--- src/rtl/fetch_unit.sv ---
// Instruction-fetch stage: PC register, direct-mapped I-cache lookup and a
// single-outstanding refill handshake toward instruction memory.
module fetch_unit #(
  parameter logic [31:0] RESET_PC   = 32'h0000_0000,
  parameter int          INDEX_BITS = 4,
  parameter logic [31:0] NOP_WORD   = 32'h0000_0000
) (
  input  logic        clk,
  input  logic        rst_n,
  input  logic        stall,
  input  logic        redirect,
  input  logic [31:0] redirect_pc,
  output logic        mem_req,
  output logic [31:0] mem_addr,
  input  logic        mem_ready,
  input  logic [31:0] mem_rdata,
  output logic [31:0] pc,
  output logic [31:0] next_pc,
  output logic [31:0] instruction,
  output logic        hit
);

  localparam int LINES = 1 << INDEX_BITS;
  localparam int TAG_W = 32 - INDEX_BITS - 2;

  typedef enum logic [0:0] {LOOKUP, MISS} state_e;

  state_e                  state_q, state_d;
  logic [31:0]             pc_q, pc_d;
  logic                    mem_req_q, mem_req_d;
  logic [31:0]             mem_addr_q, mem_addr_d;
  logic                    pend_valid_q, pend_valid_d;
  logic [31:0]             pend_pc_q, pend_pc_d;
  logic [LINES-1:0]        valid_q, valid_d;

  // Tag/data storage is never reset; valid_q alone qualifies it.
  logic [TAG_W-1:0]        tag_arr  [LINES];
  logic [31:0]             data_arr [LINES];

  logic [INDEX_BITS-1:0]   idx, fill_idx;
  logic [TAG_W-1:0]        tag, fill_tag;
  logic [31:0]             redir_tgt;
  logic                    fill_en;

  assign idx       = pc_q[INDEX_BITS+1:2];
  assign tag       = pc_q[31:INDEX_BITS+2];
  assign fill_idx  = mem_addr_q[INDEX_BITS+1:2];
  assign fill_tag  = mem_addr_q[31:INDEX_BITS+2];
  assign redir_tgt = redirect_pc & ~32'h3;

  assign hit         = (state_q == LOOKUP) && valid_q[idx] && (tag_arr[idx] == tag);
  assign instruction = hit ? data_arr[idx] : NOP_WORD;
  assign next_pc     = pc_q + 32'd4;
  assign pc          = pc_q;
  assign mem_req     = mem_req_q;
  assign mem_addr    = mem_addr_q;

  always_comb begin
    state_d      = state_q;
    pc_d         = pc_q;
    mem_req_d    = mem_req_q;
    mem_addr_d   = mem_addr_q;
    pend_valid_d = pend_valid_q;
    pend_pc_d    = pend_pc_q;
    valid_d      = valid_q;
    fill_en      = 1'b0;
    case (state_q)
      LOOKUP: begin
        if (redirect) begin
          pc_d = redir_tgt;
        end else if (hit) begin
          if (!stall) pc_d = next_pc;
        end else begin
          mem_req_d  = 1'b1;
          mem_addr_d = pc_q;
          state_d    = MISS;
        end
      end
      MISS: begin
        // The request runs to completion; redirects are parked until the fill.
        if (mem_ready) begin
          fill_en           = 1'b1;
          valid_d[fill_idx] = 1'b1;
          mem_req_d         = 1'b0;
          pend_valid_d      = 1'b0;
          state_d           = LOOKUP;
          if (redirect)          pc_d = redir_tgt;
          else if (pend_valid_q) pc_d = pend_pc_q;
        end else if (redirect) begin
          pend_pc_d    = redir_tgt;
          pend_valid_d = 1'b1;
        end
      end
      default: state_d = LOOKUP;
    endcase
  end

  always_ff @(posedge clk or negedge rst_n) begin
    if (!rst_n) begin
      state_q      <= LOOKUP;
      pc_q         <= RESET_PC;
      mem_req_q    <= 1'b0;
      mem_addr_q   <= 32'h0;
      pend_valid_q <= 1'b0;
      pend_pc_q    <= 32'h0;
      valid_q      <= '0;
    end else begin
      state_q      <= state_d;
      pc_q         <= pc_d;
      mem_req_q    <= mem_req_d;
      mem_addr_q   <= mem_addr_d;
      pend_valid_q <= pend_valid_d;
      pend_pc_q    <= pend_pc_d;
      valid_q      <= valid_d;
    end
  end

  always_ff @(posedge clk) begin
    if (fill_en) begin
      tag_arr[fill_idx]  <= fill_tag;
      data_arr[fill_idx] <= mem_rdata;
    end
  end

endmodule

--- config.mk ---
export PLATFORM = sky130hd
export DESIGN_NAME = fetch_unit
export DESIGN_NICKNAME = d
export VERILOG_FILES = /design/src/rtl/fetch_unit.sv
export SDC_FILE = /design/constraint.sdc
export NUM_CORES = 1
export LEC_CHECK = 0
export ABC_AREA = 1
export BUFFER_PORTS_ARGS = -buffer_cell sky130_fd_sc_hd__buf_2
export CAP_MARGIN = 10
export CORE_ASPECT_RATIO = 0.75
export CORE_MARGIN = 3
export CORE_UTILIZATION = 45
export DETAILED_ROUTE_END_ITERATION = 10
export SKIP_LAST_GASP = 1
export SYNTH_ARGS = -nofsm -noshare
export SYNTH_HDL_FRONTEND = slang
export SYNTH_SLANG_ARGS = --single-unit
--- constraint.sdc ---
create_clock -name clk -period 7.1 [get_ports clk]
set_clock_uncertainty 0.1 [all_clocks]
set_input_delay 2.13 -clock clk [delete_from_list [all_inputs] [get_ports clk]]
set_output_delay 2.13 -clock clk [all_outputs]
set_load 0.01 [all_outputs]
# Yosys cells after proc, flatten, opt, wreduce, memory -nomap -nowiden
# Memory sizes are Yosys's and may differ from the RTL's.
# Cells that the tools add are included.
classes:
  add_sub_neg: 1
  magnitude_cmp: 3
  eq_ne: 7
  n_mux: 26
  bitwise: 5
  reduce_logical: 10
op_table:
  columns: ["cell", "n"]
  rows:
  - ["32-bit two-way mux", 7]
  - ["32-bit case mux with 2 select lines", 1]
  - ["32-bit by 3-bit adder with 32-bit output (second input constant)", 1]
  - ["26-bit == test", 1]
  - ["16-bit OR", 1]
  - ["1-bit two-way mux", 14]
  - ["4-bit by 5-bit < comparator with 1-bit output (second input constant)", 2]
  - ["3-bit AND reduction", 3]
  - ["2-bit inequality test (second input constant)", 3]
  - ["3-bit inequality test (second input constant)", 2]
  - ["1-bit binary-select mux with 4-bit select", 1]
  - ["1-bit demux with 4-bit select", 1]
  - ["4-bit by 1-bit greater-or-equal comparator with 1-bit output (second input constant)", 1]
  - ["1-bit inverter", 4]
  - ["1-bit case mux with 2 select lines", 2]
  - ["2-bit AND reduction", 2]
  - ["4-bit AND reduction", 1]
  - ["1-bit logical AND", 3]
  - ["3-bit by 2-bit inequality test with 1-bit output (second input constant)", 1]
  - ["2-bit nonzero test", 1]
word_totals:
  ff_bits: 113
  ram_bits: 928
  out_inout_bits: 130
  mem_count: 2
mem_list:
  columns: ["memory", "words", "word_bits", "rd", "rd_ports_with_merged_regs", "wr", "line", "source"]
  rows:
  - ["data_arr", 16, 32, 1, 0, 1, "38", "logic [31:0] data_arr [LINES];"]
  - ["tag_arr", 16, 26, 1, 0, 1, "37", "logic [TAG_W-1:0] tag_arr [LINES];"]

# Longest topological paths before layout
logic_depth:
  ltp_word: 7
  mapped_depth: 23
  depth_no_buf: 19

# Least setup slack after synthesis
# No wires, ideal clock.
synth_path:
  path_kind: "input -> register"
  startpoint: "input mem_ready"
  endpoint: "memory data_arr[13][0], enable pin"
  arrival_time_ns: 4.930
  required_time_ns: 6.526
  setup_slack_ns: 1.596
  path_stages: 4
  path_buffers: 0
  cell_sequence: "nand2_1 -> inv_1 -> nand3_1 -> nor2_1"
synth_via:
  elab_chain_cells: 4
synth_lines:
  columns: ["element", "line", "source"]
  rows:
  - ["start: declaration", "15", "input logic mem_ready,"]
  - ["1-bit two-way mux", "81", "if (mem_ready) begin"]
  - ["1-bit two-way mux", "67", "case (state_q)"]
  - ["1-bit two-way mux", "119", "if (fill_en) begin"]
  - ["1-bit two-way mux (implied by the code)", "121", "data_arr[fill_idx] <= mem_rdata;"]
  - ["end: declaration", "38", null]
# No other way between the ends.

# Worst setup path after layout
layout_path:
  startpoint: "register pc_q[2] (netlist: pc[2])"
  endpoint: "output instruction[0]"
layout_via:
  elab_chain_cells: 5
layout_lines:
  columns: ["element", "line", "source"]
  rows:
  - ["start: declaration", "29", "logic [31:0] pc_q, pc_d;"]
  - ["start signal: assignment", "109", "pc_q <= pc_d;"]
  - ["parallel branches: the longest is 4 deep, another holds memory 16 x 26 bit", null, null]
  - ["32-bit two-way mux *", "52", "assign instruction = hit ? data_arr[idx] : NOP_WORD;"]
  - ["end: declaration", "19", "output logic [31:0] instruction,"]
# Mark *: on every way between the ends. The select of a mux whose other input is x is not followed.

==> results by group <==
Setup path
  – Critical-path cell list: inv_12, buf_4, nand2_1, nand3_1, nand3_1, nand2_1, inv_1, nand3_1, nand2_1, nor2_1, nand4_1, nor3_1, nand2_2, nor3_1, buf_2
  – Startpoint types: register
  – Worst Path Class, Setup: register to primary output
  – Slowest-stage cell, CP: dfrtp_4
  – Crit end category: primary output
  – Critical R2R Capture: pc[12]
  – RR Startpoint: pc[3]
  – Worst EP required: 4.87 ns
  – CP max stage delay: 0.62 ns
  – Crit path launch: pc[2]
  – Reg2reg path depth: 20
  – R2r setup slk: 2.50 ns
  – Crit path to: instruction[0]
  – Critical Path Fanout Max: 128
  – Crit path DAT: 4.64 ns

Finish
  – # fillers: 8513
  – # diodes: 0
  – Synth-to-layout area growth: 12.43%
  – Share of cells above drive strength 1: 11.26%
  – Nets: 4134
  – Most frequent cells in the layout: 928 x edfxtp_1, 910 x nand2_1, 523 x nand3_1
  – Commonest non-fill, non-tap cell in the layout: edfxtp_1

Clocking
  – Sink Count: 1037
  – Clock Path Buffers: 3
  – Post-CTS Setup Bufs: 0
  – CTS root buf: clkbuf_16
  – Total CTS buffers: 101
  – Worst-path clk slew: 0.07 ns
  – Cts hold-fix bufs: 0
  – Worst-Skew Late Latency: 0.68 ns
  – H-tree levels: 3
  – CTS tree: yes

Global routing
  – Largest net degree at the start of global routing: 197
  – GRT Overall Usage: 24.13%
  – Gr ovfl total: 0
  – Vias in the first global route: 28550
  – Initial antenna violation count: 2
  – First-pass GRT wire length: 187300 um

Floorplanning
  – Initial Util: 45.86%
  – Core area: 96380 um^2
  – Io pins: 199
  – Rows: 98
  – Die Wd: 367.9 um
  – DIE AREA: 102100 um^2
  – Die Ht: 277.4 um

Synthesis
  – Netlist Area Pre-Place: 44200 um^2
  – Number of synthesized flops with an enable pin: 928
  – Synth Instances: 3944
  – Sequential fraction of the synthesis area: 69.22%
  – Synth Area in Compound Gates: 7.187%
  – Largest family of logic cells by synthesized area: simple AND/OR/NAND/NOR gates
  – Ys async rst share: 10.51%
  – Post-synthesis mux area share: 0%
  – Ys Warns: 0
  – Ys flop type: edfxtp_1
  – Top cells by area, synth: edfxtp_1 63%, nand2_1 7.7%, dfrtp_1 6.2%
  – Synth Area per Inst: 11.21 um^2
  – Yosys reg bits: 1037
  – Synth Area in Adders: 0.02831%
  – Yosys top cell by area: edfxtp_1
  – Cell variety after synth: 39
  – Area share of the largest cell type after synthesis: 63.05%
  – Simple-gate area share of the yosys netlist: 17.09%
  – XOR/XNOR Fraction of Synth Area: 0.5548%

STA
  – RSZ-0062 raised after global routing: no
  – # setup viols final: 0
  – Max frequency: 145.6 MHz
  – Max-slew headroom: 28.13%
  – Minimum clock period: 6.866 ns
  – Slew @ Worst Pin: 1.077 ns
  – Setup WS post-layout: 0.2341 ns
  – Slew Limit Fails: 0
  – Setup TNS Final: 0 ns
  – Final Hold Vio Count: 0
  – Crit share post-route: 96.70%

Placed design
  – Port Buf Inserts: 190
  – Routability cong.: 0.8676
  – Place WS: 0.8811 ns
  – HPWL after detailed placement: 68230 um

Route
  – Vias: 30300
  – Drt first pass iters: 6
  – Vias per cell: 5.562
  – DRT antenna net count: 0
  – Post-Route WL: 125100 um
  – WL per Instance: 22.96 um
  – Remaining DRCs: 0
  – Starting DRC count in detailed routing: 3273

Outcome
  – Status: finished, final reports clean

Pwr
  – Lkg Pwr: 19.08 nW
  – Max IR drop VDD: 321.4 uV
  – Cell Pwr Density: 374.2 nW/um^2

Job
  – Max-cap violations: 0

Min path
  – Worst Hold Class: register to register
==> layer usage <==
layer,global-route usage [%],share of wire [%]
met5,0,0.010
met4,5.445,1.9
met3,4.165,7.7
met2,37.69,46
met1,35.44,44
==> cell families (layout without fill, tap and decap cells) <==
| family | count (synthesis) | after routing |
|---|---|---|
| other cells | 1 | 6 |
| buf+inv | 618 | 816 |
| fa+ha+maj | 1 | 1 |
| xor+xnor | 28 | 28 |
| compound gates | 500 | 500 |
| flops | 1037 | 1037 |
| simple gates | 1759 | 1759 |
==> layout make-up <==
class,count,area (um^2),share of cell area (%)
Sequential cell,1037,30610,61.59
Multi-Input combinational cell,2294,11160,22.45
Clock buffer,133,2761,5.557
Timing Repair Buffer,264,1717,3.455
Tap cell,1300,1627,3.273
Inverter,366,1405,2.828
Clock inverter,53,420.4,0.8460
==> sequential cells by signal, indices dropped and copies added (netlist names) <==
register,cells
valid_q,16
pc,30
pend_valid_q,1
tag_arr,416
pend_pc_q,30
state_q,1
mem_addr,30
mem_req,1
data_arr,512
==> where the power goes <==
part	leakage (nW)	switching [mW]	internal [mW]
combinational	7.80	3.94	1.58
sequential	9.73	0.584	7.31
clock	1.55	2.29	2.89
total	19.1	6.81	11.8
==> worst min path at each step <==
stage	startpoint	endpoint	slack, ns	cells after the start
finish	valid_q[13]	valid_q[13]	0.36	2
global route	valid_q[7]	valid_q[7]	0.37	2
CTS	valid_q[13]	valid_q[13]	0.36	2
detailed placement	valid_q[13]	valid_q[13]	0.35	2
global placement	valid_q[13]	valid_q[13]	0.34	2
floorplan	valid_q[10]	valid_q[10]	0.33	2
==> cells in the mapped netlist (32+ instances only) <==
cell,n
a21oi_1,116
o21ai_1,39
clkbuf_1,107
a22oi_1,43
o2111ai_1,65
inv_1,356
nand4_1,41
o211ai_1,56
nor2_1,186
dfrtp_1,109
or2_2,32
nand2_1,911
buf_1,43
edfxtp_1,928
buf_2,61
o21ai_0,130
nor3_1,50
nand3_1,524
==> through the flow <==
stage	area, um^2	utilization (%)	power, mW	std cells	hold WS [ns]
floorplan	44220	-	11.37	3949	0.3274
global placement	46450	48.20	13.42	5260	0.3394
finish	49690	51.56	18.60	5447	0.3612
global route	49690	51.56	19.56	5447	0.3722
detailed placement	46450	48.20	13.47	5260	0.3458
CTS	49640	51.50	18.63	5446	0.3615
==> what timing repair did <==
item	CTS	global route
resized for setup	0	7
endpoints found under the hold margin	0	0
endpoints found under the setup margin	0	13
==> worst max-delay path, delay by kind of cell (launching register included) <==
family | cells | cell delay (ns)
flip-flops | 1 | 0.62
AND/OR/NAND/NOR | 11 | 1.97
buffers and inverters | 4 | 1.25
No activity file was read; power rests on OpenSTA's default activity.
